File: src/rtl/load_merge_unit_if.sv
// Load/response/writeback bundle for load_merge_unit.
// slave = merge unit side, master = pipeline/cache side.
interface load_merge_unit_if #(
   parameter int DEST_W = 5
);
   logic              flush;
   logic              req_valid;
   logic              req_ready;
   logic [2:0]        req_op;
   logic [1:0]        req_alo;
   logic [31:0]       req_rt;
   logic [DEST_W-1:0] req_dest;
   logic              rsp_valid;
   logic [31:0]       rsp_data;
   logic              wb_valid;
   logic              wb_ready;
   logic [31:0]       wb_data;
   logic [3:0]        wb_we;
   logic [DEST_W-1:0] wb_dest;

   modport master (
      output flush, req_valid, req_op, req_alo, req_rt, req_dest,
      output rsp_valid, rsp_data, wb_ready,
      input  req_ready, wb_valid, wb_data, wb_we, wb_dest
   );

   modport slave (
      input  flush, req_valid, req_op, req_alo, req_rt, req_dest,
      input  rsp_valid, rsp_data, wb_ready,
      output req_ready, wb_valid, wb_data, wb_we, wb_dest
   );
endinterface

File: src/rtl/load_merge_unit.sv
// Purpose: tracks in-order outstanding loads, aligns/merges returned words for writeback.
// Latency: rsp -> wb_valid next cycle (0 cycles with LOAD_MERGE_BYPASS_EN); wb_* held while wb_valid && !wb_ready.
// Backpressure: req_ready drops when live entries plus responses still to be dropped reach DEPTH.
module load_merge_unit #(
   parameter int DEPTH  = 4,
   parameter int DEST_W = 5
) (
   input logic              clk,
   input logic              resetn,
   load_merge_unit_if.slave bus
);
   localparam int PW = $clog2(DEPTH);
   localparam int CW = PW + 1;
   localparam logic [CW:0] DEPTH_W = (CW+1)'(DEPTH);

   logic [2:0]        op_q  [DEPTH];
   logic [1:0]        alo_q [DEPTH];
   logic [31:0]       rt_q  [DEPTH];
   logic [31:0]       dat_q [DEPTH];
   logic [DEST_W-1:0] dst_q [DEPTH];

   logic [PW-1:0] hd, tl, rp;
   logic [CW-1:0] live, pend, drop;

   logic              acc, fill, dump, fast, head_rdy, retire, load_out, byp;
   logic [31:0]       m;
   logic [35:0]       mrg;
   logic              wbv_r;
   logic [31:0]       wbd_r;
   logic [3:0]        wbw_r;
   logic [DEST_W-1:0] wbt_r;

   // Returns {we[3:0], data[31:0]}.
   function automatic logic [35:0] merge(input logic [2:0] op, input logic [1:0] a,
                                         input logic [31:0] r, input logic [31:0] w);
      logic [31:0] sh;
      logic [7:0]  b;
      logic [15:0] h;
      logic [35:0] res;
      sh  = w >> {a, 3'b000};
      b   = sh[7:0];
      h   = a[1] ? w[31:16] : w[15:0];
      res = {4'b1111, w};
      case (op)
         3'd1: begin
            case (a)
               2'd0:    res = {4'b1000, w[7:0],  r[23:0]};
               2'd1:    res = {4'b1100, w[15:0], r[15:0]};
               2'd2:    res = {4'b1110, w[23:0], r[7:0]};
               default: res = {4'b1111, w};
            endcase
         end
         3'd2: begin
            case (a)
               2'd0:    res = {4'b1111, w};
               2'd1:    res = {4'b0111, r[31:24], w[31:8]};
               2'd2:    res = {4'b0011, r[31:16], w[31:16]};
               default: res = {4'b0001, r[31:8],  w[31:24]};
            endcase
         end
         3'd3:    res = {4'b1111, {24{b[7]}}, b};
         3'd4:    res = {4'b1111, 24'd0, b};
         3'd5:    res = {4'b1111, {16{h[15]}}, h};
         3'd6:    res = {4'b1111, 16'd0, h};
         default: res = {4'b1111, w};
      endcase
      return res;
   endfunction

   assign bus.req_ready = !bus.flush && (({1'b0, live} + {1'b0, drop}) < DEPTH_W);

   assign acc  = bus.req_valid && bus.req_ready;
   // Responses for flushed loads are older than any live entry, so they are consumed first.
   assign dump = bus.rsp_valid && (drop != '0);
   assign fill = bus.rsp_valid && (drop == '0) && (pend != '0);
   // Response lands on the head entry itself: merge straight from rsp_data.
   assign fast     = fill && (live == pend);
   assign head_rdy = (live != pend) || fast;
   assign m        = fast ? bus.rsp_data : dat_q[hd];
   assign mrg      = merge(op_q[hd], alo_q[hd], rt_q[hd], m);
   assign retire   = head_rdy && (!wbv_r || bus.wb_ready) && !bus.flush;

`ifdef LOAD_MERGE_BYPASS_EN
   assign byp           = fast && !wbv_r && !bus.flush;
   assign bus.wb_valid  = wbv_r || byp;
   assign bus.wb_data   = wbv_r ? wbd_r : mrg[31:0];
   assign bus.wb_we     = wbv_r ? wbw_r : (byp ? mrg[35:32] : 4'd0);
   assign bus.wb_dest   = wbv_r ? wbt_r : (byp ? dst_q[hd] : '0);
`else
   assign byp           = 1'b0;
   assign bus.wb_valid  = wbv_r;
   assign bus.wb_data   = wbd_r;
   assign bus.wb_we     = wbw_r;
   assign bus.wb_dest   = wbt_r;
`endif

   assign load_out = retire && !(byp && bus.wb_ready);

   always_ff @(posedge clk or negedge resetn) begin
      if (!resetn) begin
         hd   <= '0;
         tl   <= '0;
         rp   <= '0;
         live <= '0;
         pend <= '0;
         drop <= '0;
      end else if (bus.flush) begin
         hd   <= '0;
         tl   <= '0;
         rp   <= '0;
         live <= '0;
         pend <= '0;
         drop <= drop - CW'(dump) + pend - CW'(fill);
      end else begin
         if (acc)    tl <= tl + 1'b1;
         if (retire) hd <= hd + 1'b1;
         if (fill)   rp <= rp + 1'b1;
         live <= live + CW'(acc) - CW'(retire);
         pend <= pend + CW'(acc) - CW'(fill);
         drop <= drop - CW'(dump);
      end
   end

   always_ff @(posedge clk) begin
      if (acc) begin
         op_q[tl]  <= bus.req_op;
         alo_q[tl] <= bus.req_alo;
         rt_q[tl]  <= bus.req_rt;
         dst_q[tl] <= bus.req_dest;
      end
      if (fill) dat_q[rp] <= bus.rsp_data;
   end

   always_ff @(posedge clk or negedge resetn) begin
      if (!resetn) begin
         wbv_r <= 1'b0;
         wbd_r <= '0;
         wbw_r <= '0;
         wbt_r <= '0;
      end else if (bus.flush) begin
         wbv_r <= 1'b0;
         wbd_r <= '0;
         wbw_r <= '0;
         wbt_r <= '0;
      end else if (load_out) begin
         wbv_r <= 1'b1;
         wbd_r <= mrg[31:0];
         wbw_r <= mrg[35:32];
         wbt_r <= dst_q[hd];
      end else if (bus.wb_ready) begin
         wbv_r <= 1'b0;
      end
   end
endmodule

File: src/flat_wrapper.sv
// flat-port wrapper written by rule: the top's interface ports become plain ports
module load_merge_unit_flat 
#(
   parameter int DEPTH  = 4,
   parameter int DEST_W = 5
)
  (clk, resetn, bus_flush, bus_req_valid, bus_req_op, bus_req_alo, bus_req_rt, bus_req_dest, bus_rsp_valid, bus_rsp_data, bus_wb_ready, bus_req_ready, bus_wb_valid, bus_wb_data, bus_wb_we, bus_wb_dest);
  load_merge_unit_if #(.DEST_W(DEST_W)) bus_i ();
  input logic clk;
  input logic resetn;
  input wire logic [$bits(bus_i.flush)-1:0] bus_flush;
  input wire logic [$bits(bus_i.req_valid)-1:0] bus_req_valid;
  input wire logic [$bits(bus_i.req_op)-1:0] bus_req_op;
  input wire logic [$bits(bus_i.req_alo)-1:0] bus_req_alo;
  input wire logic [$bits(bus_i.req_rt)-1:0] bus_req_rt;
  input wire logic [$bits(bus_i.req_dest)-1:0] bus_req_dest;
  input wire logic [$bits(bus_i.rsp_valid)-1:0] bus_rsp_valid;
  input wire logic [$bits(bus_i.rsp_data)-1:0] bus_rsp_data;
  input wire logic [$bits(bus_i.wb_ready)-1:0] bus_wb_ready;
  output wire logic [$bits(bus_i.req_ready)-1:0] bus_req_ready;
  output wire logic [$bits(bus_i.wb_valid)-1:0] bus_wb_valid;
  output wire logic [$bits(bus_i.wb_data)-1:0] bus_wb_data;
  output wire logic [$bits(bus_i.wb_we)-1:0] bus_wb_we;
  output wire logic [$bits(bus_i.wb_dest)-1:0] bus_wb_dest;
  assign bus_i.flush = bus_flush;
  assign bus_i.req_valid = bus_req_valid;
  assign bus_i.req_op = bus_req_op;
  assign bus_i.req_alo = bus_req_alo;
  assign bus_i.req_rt = bus_req_rt;
  assign bus_i.req_dest = bus_req_dest;
  assign bus_i.rsp_valid = bus_rsp_valid;
  assign bus_i.rsp_data = bus_rsp_data;
  assign bus_i.wb_ready = bus_wb_ready;
  assign bus_req_ready = bus_i.req_ready;
  assign bus_wb_valid = bus_i.wb_valid;
  assign bus_wb_data = bus_i.wb_data;
  assign bus_wb_we = bus_i.wb_we;
  assign bus_wb_dest = bus_i.wb_dest;
  load_merge_unit #(.DEPTH(DEPTH), .DEST_W(DEST_W)) u_core (.clk(clk), .resetn(resetn), .bus(bus_i));
endmodule
File: config.mk
export PLATFORM = sky130hd
export DESIGN_NAME = load_merge_unit_flat
export DESIGN_NICKNAME = d
export VERILOG_FILES = /design/src/rtl/load_merge_unit_if.sv /design/src/rtl/load_merge_unit.sv /design/src/flat_wrapper.sv
export SDC_FILE = /design/constraint.sdc
export NUM_CORES = 1
export LEC_CHECK = 0
export CAP_MARGIN = 5
export CORE_MARGIN = 4
export CORE_UTILIZATION = 57
export CTS_BUF_LIST = sky130_fd_sc_hd__clkbuf_8
export DETAILED_ROUTE_END_ITERATION = 10
export GPL_TIMING_DRIVEN = 0
export PLACE_DENSITY = 0.79
export SYNTH_ARGS = -nofsm -noshare
export SYNTH_HDL_FRONTEND = slang
export SYNTH_SLANG_ARGS = --single-unit
File: constraint.sdc
create_clock -name clk -period 6.6 [get_ports clk]
set_clock_uncertainty 0.1 [all_clocks]
set_input_delay 1.65 -clock clk [delete_from_list [all_inputs] [get_ports clk]]
set_output_delay 1.65 -clock clk [all_outputs]
set_load 0.02 [all_outputs]
Yosys cells after proc, flatten, opt, wreduce, memory -nomap -nowiden. Memory sizes are Yosys's and may differ from the RTL's. Cells that the tools add are included.

Shift-type cells: 1. $lt $le $gt $ge: 1. Add/subtract/negate cells: 11. Reductions and logical operators: 20. Eq/ne operators: 10. Mux-type cells: 27.

Operator list (count): 36-bit case mux with 6 select lines (1); 36-bit case mux with 3 select lines (1); 35-bit case mux with 3 select lines (1); 32-bit two-way mux (3); 32-bit by 5-bit right shift with 8-bit output (1); 16-bit two-way mux (1); 2-bit two-way mux (6); 3-bit by 1-bit subtractor with 3-bit output (4); 5-bit two-way mux (2); 3-bit == test (second input constant) (3); 3-bit two-way mux (3); 3-bit nonzero test (3); 1-bit logical AND (8); 4-bit two-way mux (2); 1-bit two-way mux (7); 2-bit by 1-bit adder with 2-bit output (second input constant) (3); 3-bit by 1-bit adder with 3-bit output (2); 3-bit by 2-bit == test with 1-bit output (second input constant) (2); 2-bit nonzero test (3); 3-bit by 3-bit adder with 4-bit output (1); 4-bit by 3-bit < comparator with 1-bit output (second input constant) (1); 3-bit adder (1); 3-bit by 1-bit == test with 1-bit output (second input constant) (1); 3-bit == test (1); 7 further kinds (9).

Output and inout bits: 43. Input port bits: 80. Memories kept: 5. Register bits after elaboration: 57. Logic and storage cells: 85. RAM bits: 296.

Memories: u_core.dat_q (words 4, bits a word 32, read ports 1, clocked after memory_dff 0, wr ports 1, line load_merge_unit.sv:19) `logic [31:0] dat_q [DEPTH];`; u_core.rt_q (words 4, bits a word 32, read ports 1, clocked after memory_dff 0, wr ports 1, line load_merge_unit.sv:18) `logic [31:0] rt_q [DEPTH];`; u_core.dst_q (words 4, bits a word 5, read ports 1, clocked after memory_dff 0, wr ports 1, line load_merge_unit.sv:20) `logic [DEST_W-1:0] dst_q [DEPTH];`; u_core.op_q (words 4, bits a word 3, read ports 1, clocked after memory_dff 0, wr ports 1, line load_merge_unit.sv:16) `logic [2:0] op_q [DEPTH];`; u_core.alo_q (words 4, bits a word 2, read ports 1, clocked after memory_dff 0, wr ports 1, line load_merge_unit.sv:17) `logic [1:0] alo_q [DEPTH];`.

Logic depth before layout (Yosys ltp). Gate-level depths: netlist (run 1).

Word-level depth: 9. Mapped depth: 13. Gate-level depth less buffers: 12.

Worst setup path after synthesis (run 1). Ideal clock, no wire load.

Kind: input to output. From: input bus_flush. To: output bus_req_ready. Required time: 4850 ps. Arrival time: 2663 ps. Stages: 2. Path slack: 2187 ps. Path buffers: 0. Cell sequence: or4_1 -> a31oi_1.

Longest elaborated chain between the ends: 2.

Ends and longest elaborated chain: start, declared (line flat_wrapper.sv:11) `input wire logic [$bits(bus_i.flush)-1:0] bus_flush;`; 1-bit logical NOT (line load_merge_unit.sv:70) `assign bus.req_ready = !bus.flush && (({1'b0, live} + {1'b0, drop}) < DEPTH_W);`; 1-bit logical AND (line load_merge_unit.sv:70); end, declared (line flat_wrapper.sv:20) `output wire logic [$bits(bus_i.req_ready)-1:0] bus_req_ready;`.

Every way passes these cells.

Worst setup path after layout (run 1). Same ends and word-level chain as after synthesis.

==> impl_metrics.yaml, run 1 <==
clocking:
  post_cts_resized: 0
  root_buffer: "clkbuf_8"
  cts_hold_buf: 0
  cts_max_path_buffers: 3
  postCtsSetupRepairBufs: 0
  clk_pin_slew_worst_paths_ps: 70
  clock_sinks: 353
  clock_latency_ps: 610
  cts_tree: "built"
  ctsHtreeMaxLevel: 2
  cts_made_buffers: 57
sta:
  layout_min_cycle_time_ps: 5560
  setup_slack_ps: 1040
  rsz0062_at_grt: "no"
  worst_pin_slew_ps: 1190
  maxSlewHeadroom: 0.203
  hold_violations: 0
  finalCritPeriodShare: 0.842
  max_freq_ghz: 0.180
  setup-violations-final: 0
  maxSlewViolCount: 0
  tns_ps: 0
floorplan:
  rows: 61
  die_height_um: 178
  die-area_sq_um: 31600
  start_util: 0.584
  coreArea_sq_um: 28100
  die_w_um: 178
  io_pins: 123
synthesis:
  synth_seq_cells: 353
  synth.area.top_cells: "edfxtp_1 (54%), mux4_2 (10%), dfrtp_1 (8.7%)"
  synthCells: 1111
  synth_edf_count: 296
  synthArstFlopShare: 0.161
  ys_seq_area_frac: 0.629
  yosys.area.top_type_share: 0.542
  syn-cell-area_sq_um: 16400
  syn_nets: 1212
  ys.flop_type: "edfxtp_1"
  ys_types: 73
  avgSynthCellArea_sq_um: 14.8
  ys_warn_count: 0
  synth_top_cell_by_area: "edfxtp_1"
critical_path:
  worst-path-max-fanout: 6
  cp-end-kind: "output pin"
  critPathLaunchType: "input port"
  cp.required_ps: 4850
  crit_type: "input port to output pin"
  worstPathArrival_ps: 3810
route:
  routed_wl_um: 47400
  drc: 0
  wirelength_met1_um: 19700
  vias_per_cell: 6.46
  dr.max_layer_used: "met4"
  dr_wl_met2_um: 21700
  routedWlPerCell_um: 27.5
  drtPass1Iterations: 7
  met3WireLength_um: 4340
  drt_iter0_markers: 1373
  dr_total_vias: 11119
  ant_nets: 0
pwr:
  vdd_drop_max_mv: 0.274
  power_density_nw_per_um2: 438
  leakagePower_nw: 6.89
global_route:
  grt_pass1_vias: 11254
  grt_start_max_net_pins: 58
  grt_usage: 0.303
  gr-total-overflow: 0
  grt_pass1_wl_um: 70800
  antenna_found_initial: 0
place:
  placed_cells: 1615
  preCtsSetupSlack_ps: 1060
  portBuffers: 122
  dp_hpwl_um: 34500
  gp_congestion: 0.999
layout:
  final_common_cell: "edfxtp_1"
  n_fill_cell: 2002
  drive_gt1_frac: 0.168
  num_antenna_cells: 0
  syn_to_final_growth_pct: 17.5
  post_layout_nonfiller_instances: 1721
  final_nets: 1397
  final_cell_mix: "edfxtp_1 (296), clkdlybuf4s50_1 (121), nand2_1 (114), mux4_2 (74), mux2i_1 (71)"
outcome:
  outcome: "completed"
hold_path:
  min_path_type: "flop to flop"
run:
  maxCapViolations: 0
-- kinds of logic (layout without fill, tap and decap cells) --
kind of cell / Yosys count / in the layout / share of synthesized area
buffers and inverters: 101 / 333 / 0.0296
xor gates and xnor gates: 14 / 14 / 0.00747
adders and majority gates: 21 / 21 / 0.0174
AOI/OAI and AO/OA: 207 / 207 / 0.0918
muxes: 155 / 155 / 0.152
and+or+nand+nor: 260 / 260 / 0.0732
DFF: 353 / 353 / 0.629
-- critical path: stages --
cell and delay [ps]:
clkdlybuf4s50_1 540, or4_1 560, a31oi_1 360, clkdlybuf4s50_1 690
-- Yosys cell counts (all sizes together) (9+ instances only) --
cell and number:
buf 47, and3 10, a22oi 16, nor4 9, mux2 10, nor3 14, xnor2 9, a31oi 17
a211oi 10, mux2i 71, o21ai 43, mux4 74, a21oi 32, nor2 51, nand2b 10, nand3 30
nand2 114, a311oi 11, edfxtp 296, clkbuf 27, inv 26, dfrtp 57, ha 18
-- flip-flops by register name, summed over array words and instances, names as in the netlist --
register	count
u_core.live	3
u_core.drop	3
u_core.bus.wb_we	4
u_core.rt_q	128
u_core.op_q	12
u_core.rp	2
u_core.alo_q	8
u_core.hd	2
u_core.pend	3
u_core.bus.wb_dest	5
u_core.bus.wb_data	32
u_core.tl	2
u_core.dst_q	20
u_core.bus.wb_valid	1
u_core.dat_q	128
-- worst paths after layout --
path / start / end / slack, ps / cells after the start
max in group asynchronous: resetn / u_core.bus.wb_data[0] / 4780 / 1
min reg2reg: u_core.bus.wb_data[6] / u_core.bus.wb_data[6] / 420 / 2
min: u_core.bus.wb_data[6] / u_core.bus.wb_data[6] / 420 / 2
max: bus_flush / bus_req_ready / 1040 / 4
min in group asynchronous: resetn / u_core.rp[0] / 1040 / 1
max reg2reg: u_core.pend[1] / u_core.live[2] / 2120 / 12
-- final cells by class --
cell class                      count  area, sq um  share of cell area
Buffer                             74          384              0.0199
Multi-Input combinational cell    657         5610               0.291
Inverter                           27          101             0.00526
Clock buffer                       58          798              0.0414
Clock inverter                     48          283              0.0147
Tap cell                          378          473              0.0245
Timing Repair Buffer              126         1300              0.0674
Sequential cell                   353        10300               0.535
-- per-layer routing --
layer  vias up  global-route usage
li1       4768                   -
met1      5570               0.447
met2       662               0.460
met3       119              0.0565
met4         0               0.109
met5         -                   0
-- power by group --
| part | total (mW) | switching [mW] | internal [mW] |
|---|---|---|---|
| combinational | 3.92 | 2.48 | 1.44 |
| clock | 1.78 | 0.844 | 0.937 |
| sequential | 2.74 | 0.127 | 2.61 |
-- per-stage QoR --
stage                     total power [mW]  cell area (sq um)  hold slack [ps]   util
final                                 8.44              19300              421  0.686
after global routing                  8.81              19300              457  0.686
after CTS                             8.36              19300              425  0.686
after detailed placement              6.59              18200              411  0.647
after global placement                6.54              18100              408  0.644
after floorplan                       5.24              16400              438      -
Power figures use the tool's default switching activity.
==> inputs of run 2 (changes only) <==
==> constraint.sdc (replaced) <==
create_clock -name clk -period 5.2 [get_ports clk]
set_clock_uncertainty 0.1 [all_clocks]
set_input_delay 1.3 -clock clk [delete_from_list [all_inputs] [get_ports clk]]
set_output_delay 1.3 -clock clk [all_outputs]
set_load 0.02 [all_outputs]
==> results of run 2 <==
The final DEF is identical to that of run 1. Status: completed.
Among the figures that moved: setup slack after placement 1060 ps -> 31.1 ps; setup slack after layout 1040 ps -> 345 ps; register-to-register setup slack 2120 ps -> 720 ps; total power 8.44 mW -> 10.7 mW; worst IR drop on VDD 0.274 mV -> 0.347 mV
==> inputs of run 3 (changes only) <==
--- a/config.mk
+++ b/config.mk
@@ -5,6 +5,7 @@
 export SDC_FILE = /design/constraint.sdc
 export NUM_CORES = 1
 export LEC_CHECK = 0
+export ABC_CLOCK_PERIOD_IN_PS = 5200
 export CAP_MARGIN = 5
 export CORE_MARGIN = 4
 export CORE_UTILIZATION = 57
==> results of run 3 <==
The final DEF is identical to that of run 1. Status: completed.
Among the figures that moved: setup slack after placement 1060 ps -> 31.1 ps; setup slack after layout 1040 ps -> 345 ps; register-to-register setup slack 2120 ps -> 720 ps; total power 8.44 mW -> 10.7 mW; worst IR drop on VDD 0.274 mV -> 0.347 mV
